### config.mk
export PLATFORM = sky130hd
export DESIGN_NAME = mem_access_flat
export DESIGN_NICKNAME = d
export VERILOG_FILES = /design/src/rtl/mem_pkg.sv /design/src/rtl/mem_access_if.sv /design/src/rtl/byte_lane.sv /design/src/rtl/mem_access.sv /design/src/flat_wrapper.sv
export SDC_FILE = /design/constraint.sdc
export NUM_CORES = 1
export LEC_CHECK = 0
export BUFFER_PORTS_ARGS = -buffer_cell sky130_fd_sc_hd__buf_4
export CORE_ASPECT_RATIO = 0.7
export CORE_MARGIN = 5
export CORE_UTILIZATION = 45
export CTS_CLUSTER_SIZE = 20
export DETAILED_ROUTE_END_ITERATION = 12
export GPL_TIMING_DRIVEN = 0
export PLACE_DENSITY = 0.76
export SYNTH_ARGS = -nofsm -noshare
export SYNTH_HDL_FRONTEND = slang
export SYNTH_HIERARCHICAL = 1
export SYNTH_SLANG_ARGS = --single-unit
export TNS_END_PERCENT = 10
### constraint.sdc
create_clock -name clk -period 3.2 [get_ports clk]
set_input_delay 0.16 -clock clk [delete_from_list [all_inputs] [get_ports clk]]
set_output_delay 0.16 -clock clk [all_outputs]
set_load 0.02 [all_outputs]
### src/rtl/mem_pkg.sv
// Shared types and constants for the memory-access stage.
package mem_pkg;

  // Access sequencer states.
  typedef enum logic [1:0] {
    ST_IDLE   = 2'd0,
    ST_ACCESS = 2'd1,
    ST_DONE   = 2'd2
  } state_e;

  // Extra SRAM wait cycles per access when the instantiation does not override it.
  localparam int unsigned WAIT_CYCLES_DEF = 1;

  // Active-low byte-enable patterns; lane 0 is bits [7:0].
  localparam logic [3:0] BE_N_NONE = 4'b1111;
  localparam logic [3:0] BE_N_WORD = 4'b0000;
  localparam logic [3:0] BE_LANE0  = 4'b0001;

endpackage

### src/rtl/mem_access_if.sv
// Asynchronous SRAM bus between the memory-access stage and the SRAM.
//
// Bus protocol: the SRAM has no handshake. The master holds ram_ce_n low for the
// whole access window with ram_addr, ram_be_n and ram_wdata stable. A read keeps
// ram_oe_n low for the window and samples ram_rdata on its final clock edge. A
// write keeps ram_we_n low on every window cycle except the last one, which gives
// address/data hold time after ram_we_n rises. Outside a window every strobe is 1.
interface mem_access_if;
  logic [19:0] ram_addr;
  logic [31:0] ram_wdata;
  logic [31:0] ram_rdata;
  logic        ram_ce_n;
  logic        ram_oe_n;
  logic        ram_we_n;
  logic [3:0]  ram_be_n;

  modport master (
    output ram_addr, ram_wdata, ram_ce_n, ram_oe_n, ram_we_n, ram_be_n,
    input  ram_rdata
  );

  modport slave (
    input  ram_addr, ram_wdata, ram_ce_n, ram_oe_n, ram_we_n, ram_be_n,
    output ram_rdata
  );
endinterface

### src/rtl/byte_lane.sv
// Byte-lane steering: load byte extract/sign-extend and store lane/byte-enable generation.
module byte_lane
  import mem_pkg::*;
(
  input  logic [1:0]  lane,
  input  logic        is_byte,
  input  logic [31:0] store_data,
  input  logic [31:0] rdata,
  output logic [31:0] load_data,
  output logic [31:0] wdata,
  output logic [3:0]  be_n
);

  logic [7:0] byte_sel;

  // Little-endian byte pick for loads; replicated byte and one-hot enable for stores.
  always_comb begin
    byte_sel = 8'(rdata >> {lane, 3'b000});
    if (is_byte) begin
      load_data = {{24{byte_sel[7]}}, byte_sel};
      wdata     = {4{store_data[7:0]}};
      be_n      = ~(BE_LANE0 << lane);
    end else begin
      load_data = rdata;
      wdata     = store_data;
      be_n      = BE_N_WORD;
    end
  end

endmodule

### src/rtl/mem_access.sv
// Memory-access pipeline stage: sequences word/byte loads and stores to an
// asynchronous SRAM with a fixed wait count and produces the writeback strobe.
module mem_access
  import mem_pkg::*;
#(
  parameter int unsigned WAIT_CYCLES = WAIT_CYCLES_DEF
) (
  input  logic         clk,
  input  logic         rst_n,
  input  logic [31:0]  result,
  input  logic [31:0]  mem_data,
  input  logic         if_mem_read,
  input  logic         if_mem_write,
  input  logic         load_byte,
  input  logic         if_reg_write_i,
  input  logic [4:0]   data_write_reg_i,
  output logic         mem_stall,
  output logic         wb_we,
  output logic [4:0]   wb_reg,
  output logic [31:0]  wb_data,
  output logic         align_err,
  output state_e       dbg_state,
  mem_access_if.master ram
);

  state_e      state_q, state_d;
  logic [2:0]  cnt_q, cnt_d;
  logic [21:0] addr_q, addr_d;
  logic [31:0] sdata_q, sdata_d;
  logic        is_wr_q, is_wr_d;
  logic        is_byte_q, is_byte_d;
  logic [4:0]  dst_q, dst_d;
  logic        wb_we_q, wb_we_d;
  logic [4:0]  wb_reg_q, wb_reg_d;
  logic [31:0] wb_data_q, wb_data_d;
  logic        align_err_q, align_err_d;
  logic        ce_n_q, ce_n_d, oe_n_q, oe_n_d, we_n_q, we_n_d;
  logic [3:0]  be_n_q, be_n_d;
  logic [31:0] wdata_q, wdata_d;

  logic        mem_req, misaligned, start;
  logic [31:0] load_data, lane_wdata;
  logic [3:0]  lane_be_n;

  // A request with both read and write high is handled as a read.
  assign mem_req    = if_mem_read | if_mem_write;
  assign misaligned = mem_req & ~load_byte & (result[1:0] != 2'b00);
  assign start      = (state_q == ST_IDLE) & mem_req & ~misaligned;
  assign mem_stall  = start | (state_q == ST_ACCESS);

  // Latch the access descriptor on the edge that leaves IDLE for ACCESS.
  always_comb begin
    addr_d    = addr_q;
    sdata_d   = sdata_q;
    is_wr_d   = is_wr_q;
    is_byte_d = is_byte_q;
    dst_d     = dst_q;
    if (start) begin
      addr_d    = result[21:0];
      sdata_d   = mem_data;
      is_wr_d   = ~if_mem_read;
      is_byte_d = load_byte;
      dst_d     = data_write_reg_i;
    end
  end

  byte_lane u_byte_lane (
    .lane       (addr_d[1:0]),
    .is_byte    (is_byte_d),
    .store_data (sdata_d),
    .rdata      (ram.ram_rdata),
    .load_data  (load_data),
    .wdata      (lane_wdata),
    .be_n       (lane_be_n)
  );

  // Next-state, writeback and SRAM strobe computation.
  always_comb begin
    state_d     = state_q;
    cnt_d       = cnt_q;
    wb_we_d     = 1'b0;
    wb_reg_d    = wb_reg_q;
    wb_data_d   = wb_data_q;
    align_err_d = 1'b0;
    unique case (state_q)
      ST_IDLE: begin
        if (start) begin
          state_d = ST_ACCESS;
          cnt_d   = 3'(WAIT_CYCLES);
        end else if (misaligned) begin
          align_err_d = 1'b1;
        end else if (!mem_req) begin
          wb_we_d   = if_reg_write_i & (data_write_reg_i != 5'd0);
          wb_reg_d  = data_write_reg_i;
          wb_data_d = result;
        end
      end
      ST_ACCESS: begin
        if (cnt_q == 3'd0) begin
          state_d = ST_DONE;
          if (!is_wr_q) begin
            wb_we_d   = (dst_q != 5'd0);
            wb_reg_d  = dst_q;
            wb_data_d = load_data;
          end
        end else begin
          cnt_d = cnt_q - 3'd1;
        end
      end
      ST_DONE: state_d = ST_IDLE;
      default: state_d = ST_IDLE;
    endcase
    // The final ACCESS cycle (counter at zero) releases ram_we_n for hold time.
    ce_n_d  = (state_d != ST_ACCESS);
    oe_n_d  = !((state_d == ST_ACCESS) && !is_wr_d);
    we_n_d  = !((state_d == ST_ACCESS) && is_wr_d && (cnt_d != 3'd0));
    be_n_d  = (state_d == ST_ACCESS) ? lane_be_n : BE_N_NONE;
    wdata_d = lane_wdata;
  end

  // All stage state and registered outputs.
  always_ff @(posedge clk or negedge rst_n) begin
    if (!rst_n) begin
      state_q     <= ST_IDLE;
      cnt_q       <= 3'd0;
      addr_q      <= 22'd0;
      sdata_q     <= 32'd0;
      is_wr_q     <= 1'b0;
      is_byte_q   <= 1'b0;
      dst_q       <= 5'd0;
      wb_we_q     <= 1'b0;
      wb_reg_q    <= 5'd0;
      wb_data_q   <= 32'd0;
      align_err_q <= 1'b0;
      ce_n_q      <= 1'b1;
      oe_n_q      <= 1'b1;
      we_n_q      <= 1'b1;
      be_n_q      <= BE_N_NONE;
      wdata_q     <= 32'd0;
    end else begin
      state_q     <= state_d;
      cnt_q       <= cnt_d;
      addr_q      <= addr_d;
      sdata_q     <= sdata_d;
      is_wr_q     <= is_wr_d;
      is_byte_q   <= is_byte_d;
      dst_q       <= dst_d;
      wb_we_q     <= wb_we_d;
      wb_reg_q    <= wb_reg_d;
      wb_data_q   <= wb_data_d;
      align_err_q <= align_err_d;
      ce_n_q      <= ce_n_d;
      oe_n_q      <= oe_n_d;
      we_n_q      <= we_n_d;
      be_n_q      <= be_n_d;
      wdata_q     <= wdata_d;
    end
  end

  assign wb_we         = wb_we_q;
  assign wb_reg        = wb_reg_q;
  assign wb_data       = wb_data_q;
  assign align_err     = align_err_q;
  assign dbg_state     = state_q;
  assign ram.ram_addr  = addr_q[21:2];
  assign ram.ram_wdata = wdata_q;
  assign ram.ram_ce_n  = ce_n_q;
  assign ram.ram_oe_n  = oe_n_q;
  assign ram.ram_we_n  = we_n_q;
  assign ram.ram_be_n  = be_n_q;

endmodule

### src/flat_wrapper.sv
// flat-port wrapper written by rule: the top's interface ports become plain ports
module mem_access_flat import mem_pkg::*;
#(
  parameter int unsigned WAIT_CYCLES = WAIT_CYCLES_DEF
)
  (clk, rst_n, result, mem_data, if_mem_read, if_mem_write, load_byte, if_reg_write_i, data_write_reg_i, mem_stall, wb_we, wb_reg, wb_data, align_err, dbg_state, ram_ram_addr, ram_ram_wdata, ram_ram_ce_n, ram_ram_oe_n, ram_ram_we_n, ram_ram_be_n, ram_ram_rdata);
  mem_access_if ram_i ();
  input  logic clk;
  input  logic rst_n;
  input  logic [31:0] result;
  input  logic [31:0] mem_data;
  input  logic if_mem_read;
  input  logic if_mem_write;
  input  logic load_byte;
  input  logic if_reg_write_i;
  input  logic [4:0] data_write_reg_i;
  output logic mem_stall;
  output logic wb_we;
  output logic [4:0] wb_reg;
  output logic [31:0] wb_data;
  output logic align_err;
  output state_e dbg_state;
  output wire logic [$bits(ram_i.ram_addr)-1:0] ram_ram_addr;
  output wire logic [$bits(ram_i.ram_wdata)-1:0] ram_ram_wdata;
  output wire logic [$bits(ram_i.ram_ce_n)-1:0] ram_ram_ce_n;
  output wire logic [$bits(ram_i.ram_oe_n)-1:0] ram_ram_oe_n;
  output wire logic [$bits(ram_i.ram_we_n)-1:0] ram_ram_we_n;
  output wire logic [$bits(ram_i.ram_be_n)-1:0] ram_ram_be_n;
  input wire logic [$bits(ram_i.ram_rdata)-1:0] ram_ram_rdata;
  assign ram_ram_addr = ram_i.ram_addr;
  assign ram_ram_wdata = ram_i.ram_wdata;
  assign ram_ram_ce_n = ram_i.ram_ce_n;
  assign ram_ram_oe_n = ram_i.ram_oe_n;
  assign ram_ram_we_n = ram_i.ram_we_n;
  assign ram_ram_be_n = ram_i.ram_be_n;
  assign ram_i.ram_rdata = ram_ram_rdata;
  mem_access #(.WAIT_CYCLES(WAIT_CYCLES)) u_core (.clk(clk), .rst_n(rst_n), .result(result), .mem_data(mem_data), .if_mem_read(if_mem_read), .if_mem_write(if_mem_write), .load_byte(load_byte), .if_reg_write_i(if_reg_write_i), .data_write_reg_i(data_write_reg_i), .mem_stall(mem_stall), .wb_we(wb_we), .wb_reg(wb_reg), .wb_data(wb_data), .align_err(align_err), .dbg_state(dbg_state), .ram(ram_i));
endmodule
Word-level counts from Yosys, hierarchy flattened
Cells that the tools add are included.

Memories kept: 0. Input port bits: 107. RAM bits: 0. Latch bits: 0. ROM bits: 0. Register bits after elaboration: 144.

Mux-type cells: 35. Div/mod/pow operators: 0. Shifts and indexed selects: 2. Reduce and logical (&&, ||, !) cells: 14. Multipliers: 0. Add/sub/neg operators: 1. Equal/unequal tests: 8. Bitwise logic cells: 11. $lt $le $gt $ge: 0.

Operator list (number): 32-bit 2-to-1 mux (8); 32-bit case mux with 2 select lines (1); 32-bit by 5-bit right shift with 8-bit output (1); 5-bit 2-to-1 mux (5); 1-bit 2-to-1 mux (10); 2-bit inequality test (second input constant) (5); 5-bit case mux with 2 select lines (1); 5-bit nonzero test (2); 4-bit 2-to-1 mux (2); 2-bit 2-to-1 mux (3); 3-bit 2-to-1 mux (2); 3-bit case mux with 2 select lines (1); 6-bit AND reduction (1); 1-bit bitwise AND (5); 2-bit by 1-bit equality test with 1-bit output (second input constant) (2); 4-bit NOT (1); 2-bit case mux with 2 select lines (1); 2-bit nonzero test (2); 1-bit by 2-bit left shift with 4-bit output (first input constant) (1); 1-bit logical AND (3); 1-bit zero test (3); 3-bit zero test (1); 1-bit NOT (3); 3-bit nonzero test (1); 5 further kinds (6).

Longest topological paths before layout
Gate-level depths: netlist of the first run.

Depth after elaboration: 11. Gate-level depth with buffers: 14.

Cells and area by module
The synthesis of the first run kept the hierarchy.

By module, submodules not included: mem_access (area an instance 5898.2 um^2, sequential area each 3612.2 um^2, times used 1, cells each 568); byte_lane (area an instance 1012.2 um^2, sequential area each 0.0 um^2, times used 1, cells each 172).

Least setup slack after synthesis of the first run
OpenSTA, ideal clock, no wires.

Kind: register to register. Start: register u_core.state_q[0] (netlist: u_core/dbg_state[0]). End: register u_core.wb_data_q[11] (netlist: u_core/wb_data[11]). Cell stages (with the launch flop): 15. Clock period less this slack: 2492 ps. Slack: 708 ps. Arrival time: 2367 ps. Required time: 3075 ps. Cells stage by stage: dfrtp_1 > nor2_2 > and3_1 > buf_2 > buf_6 > buf_4 > nand2_1 > nand2_1 > nand2b_1 > o22a_4 > buf_6 > o21ai_2 > nand2_1 > nand2_1 > mux2_4.

Word-level cells in the longest chain between the ends: 9. Elaborated cells on any way between the ends: 18. Classes of those cells: eq/ne (6); shift (1); mux (6); bitwise (2); reduce/logical (3).

Ends and longest elaborated chain: start: declaration (RTL line mem_access.sv:26) `state_e state_q, state_d;`; start signal: assignment (RTL line mem_access.sv:141) `state_q <= state_d;`; 2-bit zero test (RTL line mem_access.sv:48) `assign start = (state_q == ST_IDLE) & mem_req & ~misaligned;`; 1-bit bitwise AND (2 in series) (RTL line mem_access.sv:48); 2-bit 2-to-1 mux (RTL line mem_access.sv:58) `if (start) begin`; via u_core.addr_d[0] (RTL line mem_access.sv:28) `logic [21:0] addr_q, addr_d;`; 32-bit by 5-bit right shift with 8-bit output (RTL line byte_lane.sv:18) `byte_sel = 8'(rdata >> {lane, 3'b000});`; 32-bit 2-to-1 mux (RTL line byte_lane.sv:19) `if (is_byte) begin`; via u_core.load_data[11] (RTL line mem_access.sv:42) `logic [31:0] load_data, lane_wdata;`; 32-bit 2-to-1 mux (RTL line mem_access.sv:101) `if (!is_wr_q) begin`; 32-bit 2-to-1 mux (RTL line mem_access.sv:99) `if (cnt_q == 3'd0) begin`; 32-bit case mux with 2 select lines (RTL line mem_access.sv:85) `unique case (state_q)`; end signal: assignment (RTL line mem_access.sv:150) `wb_data_q <= wb_data_d;`; end: declaration (RTL line mem_access.sv:35) `logic [31:0] wb_data_q, wb_data_d;`.

The timed path passes the listed nets, and every way through them passes these cells. The select of a mux whose other input is x is not followed. A chain may end at the register's enable or synchronous reset.

Final worst setup path of the first run
Start: register u_core.state_q[0] (netlist: u_core/dbg_state[0]). End: register u_core.wb_data_q[15] (netlist: u_core/wb_data[15]).

Same word-level chain as after synthesis.

==> results of run 1 <==
## worst min-delay path, stage by stage
cell     delay, ns
buf_4         0.08
nand2_1       0.04
nand2_1       0.13
## per-layer routing
metal	global-route usage, %	vias up	share of wire [%]
met4	6.080	0	1.5
met3	6.674	26	8.4
met5	0	-	0
met1	33.29	2829	45
li1	-	2890	-
met2	36.19	224	45
## layout make-up
class	instances	area, sq um	share of cell area (%)
inverter	54	202.7	2.041
tap	195	244.0	2.457
timing repair buffer	266	2166	21.81
sequential	144	3612	36.37
multi-input combinational	473	2606	26.24
clock buffer	17	425.4	4.284
clock inverter	15	185.2	1.865
buffer	69	489.2	4.926
## Yosys cell counts, drive strengths merged (2+ instances only)
library cell / count
a21boi: 2
or4: 2
dfrtp: 137
nor2b: 2
a21oi: 10
buf: 60
nand3b: 8
o21ai: 61
mux2: 44
nand2: 301
clkbuf: 9
mux2i: 2
dfstp: 7
o21a: 2
nand2b: 7
ha: 2
o22ai: 8
nor2: 6
inv: 53
## placed cells by master, fill, tap and decap left out, types with 2 or more instances in the layout
cell type and n:
o21ai_2 20, mux2i_1 2, buf_4 237, inv_1 52
buf_2 21, inv_6 6, a21boi_0 2, nand2_4 2
o22ai_1 8, nand2_1 299, clkbuf_16 17, mux2_4 30
buf_6 6, nand3b_1 7, dlygate4sd3_1 58, buf_12 3
o21ai_0 39, nor2_1 4, nor2b_1 2, dfrtp_1 137
clkinv_8 3, o21ai_1 2, nor2_2 2, o21a_1 2
clkbuf_1 8, ha_1 2, mux2_2 14, nand2b_1 6
dfstp_2 7, a21oi_1 10, inv_8 4, or4_1 2
## kinds of logic after synthesis
group,Yosys count
AO/OA/AOI/OAI,92
XOR/XNOR,1
adder cells (fa/ha/maj),2
buffers and inverters,123
flip-flops,144
multiplexers,46
AND/OR/NAND/NOR,332
## how the worst max path moves through the flow
| stage | end | start | slack (ns) | depth (start not counted) |
|---|---|---|---|---|
| finish | u_core/wb_data[15] | u_core/dbg_state[0] | 0.24 | 14 |
| global placement | u_core/wb_data[15] | u_core/dbg_state[0] | 0.31 | 14 |
| CTS | u_core/wb_data[15] | u_core/dbg_state[0] | 0.24 | 14 |
| global route | u_core/wb_data[15] | u_core/dbg_state[0] | 0.04 | 14 |
| detailed placement | u_core/wb_data[15] | u_core/dbg_state[0] | 0.26 | 14 |
| floorplan | u_core/wb_data[11] | u_core/dbg_state[0] | 0.71 | 14 |
## stage by stage
step / setup WS (ns) / cell area (sq um) / util, %
3_3_place_gp: 0.3058 / 8708 / 58.60
4_1_cts: 0.2446 / 9931 / 66.83
3_5_place_dp: 0.2568 / 8740 / 58.81
5_1_grt: 0.04132 / 9931 / 66.83
2_1_floorplan: 0.7082 / 6910 / -
6_report: 0.2398 / 9931 / 66.83
## power breakdown
group	leakage, uW	switching, uW	internal [uW]
Sequential	0.00177	402	2740
Combinational	0.00327	3520	2840
Clock	0.000300	914	1130
Total	0.00534	4840	6710
## timing repair
item                      CTS  global route
hold buffers               58             0
buffers inserted            0             0
gates resized for setup     0             0
hold endpoints to repair  102             0
==> results by group, run 1 <==
Final layout
  – Ant diodes: 0
  – Final cell count without fillers: 1,233
  – Layout cells sized above 1: 36.71%
  – Fill cells: 1,170
  – Final #Nets: 1,134
  – Layout area overhead: 43.71%

Synthesis
  – Main combinational cell family by area after synthesis: simple AND/OR/NAND/NOR gates
  – Mux cell area share after synthesis: 9.089%
  – Post-synth EDFFs: 0
  – Netlist cell types: 48
  – #FFs+latches synth: 144
  – Post-synthesis instance area: 6910 sq um
  – Post-Synth XOR/XNOR Area: less than 1%
  – Synth Area in Adders: 0.3621%
  – Largest cells by area after synthesis: dfrtp_1 50%, nand2_1 16%, mux2_4 6.5%
  – Synthesized area per cell: 9.338 sq um
  – Simple logic cell fraction of the synthesized area: 19.59%
  – Sequential area share after synthesis: 52.27%
  – Synth Area in Compound Gates: ~8.5%
  – Synth Instances: 740
  – Syn_nets: 849
  – Dominant synthesized flop cell: dfrtp_1
  – Synth async-reset ratio: 100.0%
  – Leading area contributor after synthesis: dfrtp_1
  – Synth top area share: 49.61%
  – Yosys warns: 6

GRT
  – First-pass GRT wire length: 32.89 mm
  – Initial antenna violation count: 0
  – All-Layer GR Usage: 23.63%
  – Total gr overflow: 0
  – Pin count of the biggest net entering global routing: 98
  – Vias in the first global route: 6,041

Timing
  – Post-route clock period utilization: 92.51%
  – Worst slew pin tran: 0.9316 ns
  – Total Neg Setup Slack: 0 ns
  – RSZ-0062 raised after global routing: false
  – Hold Vio Cnt, Final: 0
  – Crit path time final: 2.960 ns
  – Clk_skew: 0.01660 ns
  – Worst slew margin: 37.24%
  – Max-slew violation count: 0
  – Count of final setup violators: 0
  – F_max: between 0.3 and 0.4 GHz
  – Hold WS: 0.04209 ns

Worst setup path
  – Startpoint Class: flop
  – Worst R2R Start: u_core/dbg_state[0]
  – Max FO, Critical Path: 10
  – CP max stage delay: between 0.4 and 0.5 ns
  – Reg2Reg Capture Point: u_core/wb_data[15]
  – Crit path max-delay cell type: dfrtp_1
  – Worst EP required: 3.50 ns
  – Crit-path leading delay family: simple AND/OR/NAND/NOR gates
  – Crit-path cells: nor2_2 -> and3_1 -> buf_2 -> buf_6 -> buf_4 -> nand2_1 -> nand2_1 -> nand2b_1 -> o22a_4 -> buf_6 -> o21ai_2 -> nand2_1 -> nand2_1 -> mux2_4
  – CP Class: reg -> reg
  – R2R Setup Slk: roughly 0.24 ns
  – Crit path buf inv count: 4
  – Most used cell, CP: nand2_1
  – Worst Setup End Kind: flop
  – WP data arrival: 3.26 ns
  – Reg2Reg Depth: 14

Placement
  – Placed cell count: 1,143
  – Placer Congestion: 0.8663
  – Port Buffers: between 200 and 250
  – DPL Wire Length: 15.40 mm

Detailed routing
  – Number of vias in the routed layout: 5,969
  – Post-DR vias/cell: about 4.8
  – Total routed wirelength: 21.27 mm
  – DRC Markers: 0
  – DR iter-0 viols: 371
  – Drt first pass iters: 5
  – Routed Antenna Nets: 0
  – DR WL/cell: 17.25 microns

Status
  – Run status: completed

Floorplanning
  – Row cnt: 37
  – Die ar.: 17,970 sq um
  – Chip Width: 158.1 microns
  – Initial Util: around 47%
  – Io pins: 208
  – Die H: 113.7 microns
  – Core Region: 14,860 sq um

Clock tree
  – Clk buf depth: 2
  – CTS sink count: 144
  – Clk root buf: clkbuf_16
  – CTS buffer count: 17
  – CTS tree: done
  – H-tree Lvls: 4
  – Worst skew pair latency: 0.42 ns
  – CTS clk-pin slew, worst paths: 0.07 ns

Power
  – Total power draw: 11,550 uW
  – Pwr dens: 1163 nW/um^2
  – VDD IR-drop max: 0.0005907 V
  – Leakage: 0.005343 uW

Hold path
  – Hold depth: 3
  – Hold Startpoint: mem_data[1]
  – Hold Crit Class: in -> reg
  – Worst Hold End: u_core/sdata_q[1]

Job
  – # Max-Cap Violations: 0
No activity file was read; power rests on OpenSTA's default activity.
==> run 2: changes to the inputs <==
- GPL_ROUTABILITY_DRIVEN: default -> 0
- PLACE_DENSITY: 0.76 -> 0.74
==> run 2 against run 1 <==
Clock skew shrank 0.0048 ns. Global-route usage is 0.69 points lower. Sequential share of layout area decreased by 0.078 points. Sequential cell count unchanged. First-iteration DRC count stayed put. Critical endpoint unchanged. Highest routed layer unchanged.
==> results by group, run 2 (synthesis results as in run 1) <==
Power
  – Clock share of power: 18.5%
  – VDD IR-drop max: 0.0006144 V
  – Sw Share: 41.16%
  – Pwr dens: 1171 nW/um^2
  – Gate power share: a little over half
  – Leakage: around 0.0054 uW
  – Int Pwr: 6858 uW
  – Flop pwr share: 27.0%
  – Switching power: 4797 uW

Detailed routing
  – DR iter-0 viols: approximately 370
  – Post-DR vias/cell: 4.817
  – DR WL/cell: 16.93 microns
  – DRC Markers: 0
  – Number of vias in the routed layout: 5,935
  – Routed Antenna Nets: 0
  – Total routed wirelength: 20.85 mm
  – Drt first pass iters: 4

Worst setup path
  – CP Class: reg -> reg
  – Worst EP required: between 3 and 4 ns
  – Worst Setup End Kind: flop
  – WP data arrival: 3.25 ns
  – Startpoint Class: flop
  – Reg2Reg Depth: 14
  – Max FO, Critical Path: 10

GRT
  – First-pass GRT wire length: approximately 32 mm
  – Vias in the first global route: 6,096
  – Initial antenna violation count: 0
  – Total gr overflow: 0
  – All-Layer GR Usage: around 23%
  – Pin count of the biggest net entering global routing: 77

Clock tree
  – H-tree Lvls: 4
  – CTS clk-pin slew, worst paths: approximately 0.07 ns
  – Clk root buf: clkbuf_16
  – CTS sink count: 144
  – Setup Buffers After CTS: 0
  – CTS buffer count: 17
  – Worst skew pair latency: slightly above 0.4 ns
  – Clk buf depth: 2
  – CTS tree: done

Timing
  – F_max: 0.3380 GHz
  – Worst slew margin: 32.12%
  – Total Neg Setup Slack: 0 ns
  – Hold WS: 0.01980 ns
  – RSZ-0062 raised after global routing: false
  – Count of final setup violators: 0
  – Post-route clock period utilization: 92.46%
  – Clk_skew: 0.01180 ns
  – Crit path time final: 2.959 ns
  – Worst slew pin tran: approximately 1.0 ns
  – Hold Vio Cnt, Final: 0
  – Max-slew violation count: 0

Placement
  – DPL Wire Length: 15.24 mm
  – Port Buffers: slightly above 200

Floorplanning
  – Io pins: 208
  – Row cnt: 37
  – Die ar.: about 18,000 sq um
  – Die H: approximately 110 microns
  – Core Region: 14,860 sq um
  – Initial Util: a little under half
  – Chip Width: 158.1 microns

Status
  – Run status: completed

Final layout
  – Final #Nets: 1,133
  – Layout cells sized above 1: 36.74%
  – Ant diodes: 0
  – Layout area overhead: 44.02%
  – Final Util: 66.97%
  – Most frequent cells in the layout: 299 x nand2_1, 237 x buf_4, 137 x dfrtp_1
  – Most common cell after layout, fill and taps aside: nand2_1

Hold path
  – Hold depth: 3
  – Hold Crit Class: in -> reg

Job
  – # Max-Cap Violations: 0
==> run 2: power groups by stage <==
stage | sequential (uW) | clock [uW] | combinational, uW
after floorplan | 3680 | 0 | 3640
after global routing | 3250 | 2280 | 6830
after CTS | 3150 | 2190 | 6340
after global placement | 3140 | 0 | 6140
after detailed placement | 3160 | 0 | 6250
final | 3150 | 2160 | 6350
==> run 2: metal layers <==
metal  routed length (microns)  vias up  share of wire, %  global-route usage (%)
li1                          -     2880                 -                       -
met1                      9250     2810                44                   31.65
met2                      9275      221                44                   34.61
met3                      2001       24               9.6                   7.319
met4                       324        0               1.6                   7.159
met5                         0        -                 0                       0
==> run 2: stage by stage <==
step | area [sq um] | std cells | total power (uW) | setup WS [ns]
detailed placement | 8740 | 1143 | 9415 | 0.3087
CTS | 9952 | 1232 | 11680 | 0.2775
global placement | 8708 | 1142 | 9276 | 0.3112
floorplan | 6910 | 740 | 7320 | 0.7082
finish | 9952 | 1232 | 11660 | 0.2411
global route | 9952 | 1232 | 12360 | 0.1015
==> run 2: path summary, 6_finish.rpt <==
path,slack (ns),start,to
max,0.24,u_core/dbg_state[0],u_core/wb_data[15]
min,0.02,mem_data[3],u_core/sdata_q[3]
max reg2reg,0.24,u_core/dbg_state[0],u_core/wb_data[15]
min reg2reg,0.48,u_core/sdata_q[27],u_core/sdata_q[27]
max in group asynchronous,2.08,rst_n,u_core/sdata_q[1]
min in group asynchronous,0.32,rst_n,u_core/ram.ram_wdata[4]
==> run 2: worst max-delay path: stages (launching register included) <==
cell	delay, ns
dfrtp_1	0.46
nor2_2	0.24
and3_1	0.18
buf_2	0.22
buf_6	0.20
buf_4	0.20
nand2_1	0.07
nand2_1	0.21
nand2b_1	0.19
o22a_4	0.21
buf_6	0.18
o21ai_2	0.06
nand2_1	0.11
nand2_1	0.06
mux2_4	0.26
==> run 2: final cells by class <==
cell class | instances | area (sq um)
buffer | 69 | 489.2
clock buffer | 17 | 425.4
clock inverter | 15 | 216.5
fill | 1216 | 4908
inverter | 54 | 202.7
multi-input combinational | 473 | 2606
sequential | 144 | 3612
tap | 195 | 244.0
timing repair buffer | 265 | 2156
==> run 2: what timing repair did <==
item / CTS / global route
hold endpoints to repair: 118 / 0
gates resized for setup: 0 / 0
hold buffers: 57 / 0
==> run 3: changes to the inputs <==
- CORE_UTILIZATION: 45 -> 52
- PLACE_DENSITY: 0.74 -> 0.84
==> run 3 against run 2 <==
Critical path type unchanged. Routed wire length up 3.2%. Sequential cell count did not move. Critical endpoint is now u_core/wb_data[25]. Largest power group unchanged. Global-route usage up 4.7 points. Clock skew down 0.00073 ns. Sequential power hardly changed.
==> results by group, run 3 (synthesis results as in run 1) <==
Worst setup path
  – WP data arrival: 3.27 ns
  – CP Class: reg -> reg
  – CP max stage delay: 0.45 ns
  – Crit path max-delay cell type: dfrtp_1
  – Max FO, Critical Path: 10
  – Startpoint Class: flop
  – Worst EP required: 3.49 ns
  – Most used cell, CP: nand2_1
  – Worst Setup End Kind: flop
  – Crit-path cells: nor2_2 -> and3_1 -> buf_2 -> buf_6 -> buf_4 -> nand2_1 -> nand2_1 -> nand2b_1 -> o22a_4 -> buf_6 -> o21ai_2 -> nand2_1 -> nand2_1 -> mux2_4

Timing
  – Post-route clock period utilization: a little over 90%
  – F_max: roughly 0.34 GHz
  – Total Neg Setup Slack: 0 ns
  – Crit path time final: 2.975 ns
  – Count of final setup violators: 0
  – Hold Vio Cnt, Final: 0
  – Worst slew margin: 33.68%
  – Clk_skew: 0.01107 ns
  – Max-slew violation count: 0
  – RSZ-0062 raised after global routing: false
  – Worst slew pin tran: 0.9845 ns

Final layout
  – Fill cells: 904
  – Most common cell after layout, fill and taps aside: nand2_1
  – Ant diodes: 0
  – Final cell count without fillers: 1,201
  – Layout area overhead: 42.82%
  – Flip-flop and latch area: between 3000 and 4000 sq um
  – Final Util: 75.38%
  – Layout cells sized above 1: a little over a third
  – Final instance area: 9869 sq um
  – Multi-input logic area: 2606 sq um
  – Most frequent cells in the layout: 299 x nand2_1, 237 x buf_4, 137 x dfrtp_1
  – Final #Nets: 1,132

Clock tree
  – Clk root buf: clkbuf_16
  – CTS clk-pin slew, worst paths: around 0.06 ns
  – Post-cts gate resize count: 0
  – H-tree Lvls: 4
  – Setup Buffers After CTS: 0
  – Clk buf depth: 2
  – CTS buffer count: 17
  – Worst skew pair latency: 0.41 ns
  – CTS sink count: 144
  – CTS tree: done

Detailed routing
  – DR WL/cell: 17.92 microns
  – Number of vias in the routed layout: ~6.2k
  – Routed Antenna Nets: 0
  – DR iter-0 viols: 380
  – DRC Markers: 0
  – Total routed wirelength: 21.53 mm
  – Post-DR vias/cell: 5.125
  – Drt first pass iters: 6

Power
  – Clock share of power: 17.7%
  – Leakage: 0.005326 uW
  – Sw Share: 41.31%
  – Int Pwr: 6829 uW
  – VDD IR-drop max: 0.0006453 V
  – Flop pwr share: 27.2%
  – Switching power: between 4000 and 5000 uW
  – Pwr dens: 1179 nW/um^2
  – Gate power share: 55.1%

Floorplanning
  – Row cnt: 35
  – Core Region: 13,090 sq um
  – Io pins: 208
  – Die H: 106.5 microns
  – Initial Util: 52.78%
  – Die ar.: 15,730 sq um
  – Chip Width: 147.8 microns

Job
  – # Max-Cap Violations: 0

Placement
  – Placed Area: between 8000 and 9000 sq um
  – Port Buffers: 207
  – Placed cell count: 1,114
  – DPL Wire Length: ~15 mm

GRT
  – Grt met3 use: 8.181%
  – All-Layer GR Usage: 27.62%
  – Initial antenna violation count: 0
  – First-pass GRT wire length: ~34 mm
  – Most Crowded Layer GR: met2
  – GR met2 Demand/Resource: between 40 and 50%
  – Pin count of the biggest net entering global routing: 85
  – Met1 usage: 36.88%
  – Total gr overflow: 0
  – Vias in the first global route: approximately 6.4k

Hold path
  – Hold Crit Class: in -> reg

Status
  – Run status: completed
-- run 3: what timing repair did --
item,in CTS,in global routing
endpoints found under the hold margin,110,1
hold buffers,55,1
setup endpoints to repair,0,0
-- run 3: layout make-up --
| class | count | area share (%) |
|---|---|---|
| clock inverters | 13 | 1.788 |
| plain buffers | 69 | 4.957 |
| repair buffers | 264 | 21.74 |
| inverters | 54 | 2.054 |
| clock buffers | 18 | 4.348 |
| flip-flops and latches | 144 | 36.60 |
| multi-input cells | 473 | 26.41 |
| well taps | 166 | 2.104 |
-- run 3: path summary, 6_finish.rpt --
kind	start	end	slack [ns]	cells past startpoint
worst max-delay path	u_core/dbg_state[0]	u_core/wb_data[25]	0.22	14
worst min-delay path	mem_data[6]	u_core/sdata_q[6]	0.02	3
min in group asynchronous	rst_n	u_core/wb_reg[2]	0.29	2
worst max register to register	u_core/dbg_state[0]	u_core/wb_data[25]	0.22	14
max in group asynchronous	rst_n	u_core/addr_q[8]	2.09	3
worst min register to register	u_core/sdata_q[14]	u_core/sdata_q[14]	0.47	2
-- run 3: power by group through the flow --
stage               Clock (uW)  Combinational [uW]  Sequential (uW)
detailed placement           0                6270             3160
global route              2160                6880             3260
floorplan                    0                3640             3680
CTS                       2080                6360             3160
finish                    2060                6410             3170
global placement             0                6090             3140
-- run 3: layer usage --
| layer | up-vias | wire (microns) |
|---|---|---|
| met5 | - | 0 |
| met1 | 2983 | 9386 |
| met4 | 0 | 258 |
| li1 | 2875 | - |
| met3 | 28 | 1801 |
| met2 | 269 | 10080 |
-- run 3: critical path: cells and delay by family (launching register included) --
family | cells | cell delay, ns
AO/OA/AOI/OAI | 2 | 0.29
buffers and inverters | 4 | 0.79
flip-flops | 1 | 0.45
multiplexers | 1 | 0.28
AND/OR/NAND/NOR | 7 | 1.04
-- run 3: stage by stage --
step                      hold WS [ns]  total power [uW]  worst slack (ns)
after global routing           0.01363             12300           0.05275
after floorplan                -0.1356              7320            0.7082
after global placement          0.3628              9229            0.3003
after detailed placement        0.1775              9435            0.2924
after CTS                     0.001896             11600            0.2464
final                          0.02289             11640            0.2246
